===== config.mk =====
export PLATFORM = sky130hd
export DESIGN_NAME = mux_select_arbiter
export DESIGN_NICKNAME = d
export VERILOG_FILES = /design/src/rtl/mux_arb_pkg.sv /design/src/rtl/rr_pick.sv /design/src/rtl/mux_select_arbiter.sv
export SDC_FILE = /design/constraint.sdc
export NUM_CORES = 1
export LEC_CHECK = 0
export ABC_CLOCK_PERIOD_IN_PS = 2200
export CORE_UTILIZATION = 30
export CTS_CLUSTER_DIAMETER = 200
export DETAILED_ROUTE_END_ITERATION = 16
export GPL_TIMING_DRIVEN = 0
export HOLD_SLACK_MARGIN = 0.12
export PLACE_DENSITY = 0.46
export SLEW_MARGIN = 20
export SYNTH_ARGS = -nofsm -noshare
export SYNTH_HDL_FRONTEND = slang
export SYNTH_SLANG_ARGS = --single-unit

===== constraint.sdc =====
create_clock -name clk -period 2.2 [get_ports clk]
set_clock_uncertainty 0.2 [all_clocks]
set_input_delay 0.44 -clock clk [delete_from_list [all_inputs] [get_ports clk]]
set_output_delay 0.44 -clock clk [all_outputs]
set_load 0.05 [all_outputs]

===== src/rtl/mux_arb_pkg.sv =====
// Shared constants and FSM state encoding for the mux select arbiter.
package mux_arb_pkg;
  localparam int N_CH  = 4;
  localparam int SEL_W = 2;

  typedef enum logic [1:0] {IDLE, GRANT, GAP} state_e;
endpackage


===== src/rtl/rr_pick.sv =====
// Rotating priority encoder: first set request searching last+1, last+2, ... (mod N_CH).
module rr_pick
  import mux_arb_pkg::*;
(
  input  logic [N_CH-1:0]  req,
  input  logic [SEL_W-1:0] last,
  output logic [SEL_W-1:0] idx,
  output logic             any
);
  logic             found;
  logic [SEL_W-1:0] cand;

  always_comb begin
    idx   = '0;
    found = 1'b0;
    cand  = '0;
    any   = |req;
    // Index arithmetic wraps naturally in SEL_W bits, so last itself is searched last.
    for (int k = 1; k <= N_CH; k++) begin
      cand = last + SEL_W'(k);
      if (!found && req[cand]) begin
        idx   = cand;
        found = 1'b1;
      end
    end
  end
endmodule


===== src/rtl/mux_select_arbiter.sv =====
// Round-robin arbiter driving the 4:1 mux select, with bounded hold time and
// an optional dead gap between owners. All outputs are registered.
module mux_select_arbiter
  import mux_arb_pkg::*;
#(
  parameter int MAX_HOLD   = 8,
  parameter int GAP_CYCLES = 1
) (
  input  logic             clk,
  input  logic             rst,
  input  logic [N_CH-1:0]  req,
  output logic [SEL_W-1:0] select,
  output logic             sel_valid,
  output logic [N_CH-1:0]  grant,
  output logic             preempt
);
  localparam int HW = $clog2(MAX_HOLD + 1);
  localparam int GW = (GAP_CYCLES > 0) ? $clog2(GAP_CYCLES + 1) : 1;
  localparam logic [HW-1:0] HOLD_LAST = HW'(MAX_HOLD - 1);
  localparam logic [HW-1:0] HOLD_MAX  = HW'(MAX_HOLD);
  localparam logic [GW-1:0] GAP_LAST  = GW'(GAP_CYCLES - 1);
  localparam logic [N_CH-1:0] ONE     = N_CH'(1);

  state_e           state_q;
  logic [HW-1:0]    hold_q;
  logic [GW-1:0]    gap_q;
  logic [SEL_W-1:0] last_q;

  logic [SEL_W-1:0] pick_idx, pick_last;
  logic             pick_any;
  logic             rel_norm, rel_forced;

  // In GRANT the current owner is the pointer, so a back-to-back handover
  // already treats the releasing owner as lowest priority.
  assign pick_last  = (state_q == GRANT) ? select : last_q;
  assign rel_norm   = !req[select];
  assign rel_forced = (hold_q == HOLD_LAST) && |(req & ~grant);

  rr_pick u_pick (
    .req  (req),
    .last (pick_last),
    .idx  (pick_idx),
    .any  (pick_any)
  );

  always_ff @(posedge clk) begin
    if (rst) begin
      state_q   <= IDLE;
      select    <= '0;
      sel_valid <= 1'b0;
      grant     <= '0;
      preempt   <= 1'b0;
      hold_q    <= '0;
      gap_q     <= '0;
      last_q    <= SEL_W'(N_CH - 1);
    end else begin
      preempt <= 1'b0;
      case (state_q)
        IDLE: begin
          if (pick_any) begin
            state_q   <= GRANT;
            select    <= pick_idx;
            sel_valid <= 1'b1;
            grant     <= ONE << pick_idx;
            hold_q    <= '0;
          end
        end
        GRANT: begin
          if (rel_norm || rel_forced) begin
            last_q  <= select;
            hold_q  <= '0;
            preempt <= rel_forced && !rel_norm;
            if (GAP_CYCLES == 0) begin
              if (pick_any) begin
                select <= pick_idx;
                grant  <= ONE << pick_idx;
              end else begin
                state_q   <= IDLE;
                sel_valid <= 1'b0;
                grant     <= '0;
              end
            end else begin
              state_q   <= GAP;
              gap_q     <= '0;
              sel_valid <= 1'b0;
              grant     <= '0;
            end
          end else if (hold_q != HOLD_MAX) begin
            hold_q <= hold_q + HW'(1);
          end
        end
        GAP: begin
          if (gap_q == GAP_LAST) state_q <= IDLE;
          else                   gap_q   <= gap_q + GW'(1);
        end
        default: state_q <= IDLE;
      endcase
    end
  end
endmodule


==> run summary <==
Outcome: complete, no violations
Cell area after layout: 1070 um2
Critical path start-end classification: reg -> out
Syn_nets: 107
# port buffers: 13
CP bufs+invs: 1
Cts bufs inserted: 3
Async set-reset flop share out of synthesis: 0%
Peak supply drop: 0.000415 V
Number of fill cells in the layout: 284
Post-DP HPWL: 1520 um
Pwr Total: 0.827 mW
Hold Crit Class: reg -> reg
Crit path cell chain: clkdlybuf4s50_1
Main synth FF type: dfxtp_1
Crit-path slowest cell: clkdlybuf4s50_1
Initial Utilization: 31.3%
Clk slew on worst S/H paths: 0.10 ns
Max Cap Violations: 0
Drt first pass iters: 4
Wirelength per Cell: 13.9 um
Routed metal-1 wirelength: 964 um
Largest net degree at the start of global routing: 11
Worst EP arrival: 1.51 ns
Seq/Total Area, Yosys: 37.4%
Final nets: 126
Std-Cell Rows: 19
Critical path's largest stage delay: 0.82 ns
Core footprint: 2730 um2
Net Sw Power: 0.317 mW
Hold Path Depth: 2
Overall fraction of global-route tracks in use: 15.3%
H-tree depth: 1
Setup TNS: 0 ns
Switch share: 38.3%
Yosys Warn Count: 0
Util after Layout: 39.2%
R2R depth: 5
Vias: 792
CP Launch Type: flip-flop
Post-Syn Instances: 99
Placed cell area: 1030 um2
Metal3 WL: 78 um
WP depth: 1
Diodes inserted: 0
Die area: 3070 um2
Register bit total from synthesis: 16
WP data required: 1.56 ns
Worst-Margin Slew: 0.499 ns
TritonCTS clock tree: yes
Power per Cell Area: 771 nW/um2
Antenna violations before repair: 0
Fin crit period: 2.15 ns
Setup violators final: 0
Logic pwr share: 37.1%
Final Slew Violations: 0
Vias in the first global route: 790
Final antenna-violating net count: 0
EDFF count, synth: 0
Root buffer cell: clkbuf_4
Cell Count, Final, Fillers Out: 147
Synthesized area per cell: 8.64 um2
Worst skew pair latency: 0.29 ns
Total grt overflow: 0
Inst Count DP: 143
Die X: 55.4 um
Leakage dissipation: 0.440 nW
Int Pwr: 0.510 mW
Drt total wl: 2050 um
Highest metal used: met4
Clock Power Share: 19.6%
Worst-case clock buffer depth: 2
Element type at the critical path end: output port
Final Cycle Share: 97.6%
Die Ht: 55.4 um
Final GP Congestion: 0.894
I/O Pins: 14
Relative slew slack: 66.6%
DRC viols: 0
1st-iter DRT viols: 19
Count of cell types in the netlist: 38
Part of the power in registers: 43.3%
Area of the mapped netlist: 856 um2
RSZ-0062 raised after global routing: no
Critical-path maximum fanout: 6
Area growth from synthesis to layout: 25.3%
Num Clock Sinks: 16
First-pass GRT wire length: 3670 um
Hold Fails Final Rpt: 0
Max Fclk: 466 MHz
Most frequent cells in the layout: nor2_1 (14), dfxtp_1 (14), inv_1 (10)
Layout cells sized above 1: 12.1%
Via/cell ratio: 5.39
CP top delay family: buffers and inverters
Routed wl met2: 966 um
## final timing paths
check	from	endpoint	slack, ns
max	select[0]$_SDFFE_PP0P_	select[0]	0.05
min	sel_valid$_SDFFE_PP0P_	sel_valid$_SDFFE_PP0P_	0.27
max reg2reg	select[0]$_SDFFE_PP0P_	hold_q[1]$_SDFFE_PP0P_	0.16
min reg2reg	sel_valid$_SDFFE_PP0P_	sel_valid$_SDFFE_PP0P_	0.27
## area by class of cell
class                      instances  area (um2)  area share [%]
timing repair buffer              14         135            12.6
inverter                          10        37.5            3.50
clock buffer                       3        22.5            2.10
buffer                             4        30.0            2.80
sequential                        16         323            30.1
tap                               31        38.8            3.62
multi-input combinational         69         485            45.3
## per-layer routing
layer | vias up | global-route usage, %
met3 | 5 | 4.68
met2 | 15 | 25.8
met1 | 378 | 19.2
met5 | - | 0
li1 | 394 | -
met4 | 0 | 3.21
## synth_stat cells, drive strengths merged, types with 2 or more instances
cell type	instances	area [um2]
o211ai	3	22.5
nand2	6	22.5
a211o	3	26.3
nand3b	3	22.5
a32oi	4	35.0
a22oi	2	15.0
ha	2	25.0
nor2	14	52.6
o22ai	2	12.5
o31ai	2	15.0
xor2	2	17.5
dfxtp	16	320
a21oi	5	25.0
inv	10	37.5
o21ai	2	10.0
buf	2	16.3
## tightest hold or removal path, delay by kind of cell, from the launching register on
| kind | cells | cell delay [ns] |
|---|---|---|
| DFF | 1 | 0.32 |
| and+or+nand+nor | 1 | 0.05 |
| AOI/OAI and AO/OA | 1 | 0.06 |
## registers in the layout, summed over array words and instances (netlist names)
| register | flops |
|---|---|
| grant | 4 |
| hold_q | 4 |
| last_q | 2 |
| preempt | 1 |
| sel_valid | 1 |
| select | 2 |
| state_q | 2 |
## power by group through the flow
stage | combinational, mW | sequential [mW] | clock [mW]
final | 0.307 | 0.358 | 0.162
after detailed placement | 0.300 | 0.365 | 0
after CTS | 0.299 | 0.357 | 0.168
after floorplan | 0.154 | 0.419 | 0
after global routing | 0.339 | 0.365 | 0.178
after global placement | 0.301 | 0.364 | 0
## what timing repair did
item | 4_1_cts | 5_1_grt
endpoints found under the setup margin | 13 | 10
hold buffers | 0 | 0
pin swaps | 0 | 1
setup buffers | 0 | 1
resized for setup | 6 | 5
gates cloned | 0 | 0
## stage by stage
step                      hold WS (ns)  setup slack [ns]
after CTS                        0.270            0.0259
after global routing             0.279          0.000857
after global placement           0.246            -0.470
final                            0.267            0.0531
after detailed placement         0.255            -0.485
after floorplan                  0.259            0.0807
## cell families after synthesis
kind of cell	synth area share, %
AND/OR/NAND/NOR	20.8
adder cells (fa/ha/maj)	2.92
AO/OA/AOI/OAI	23.0
multiplexers	5.12
flip-flops	37.4
XOR/XNOR	3.07
buffers and inverters	7.75
Power figures use the tool's default switching activity.
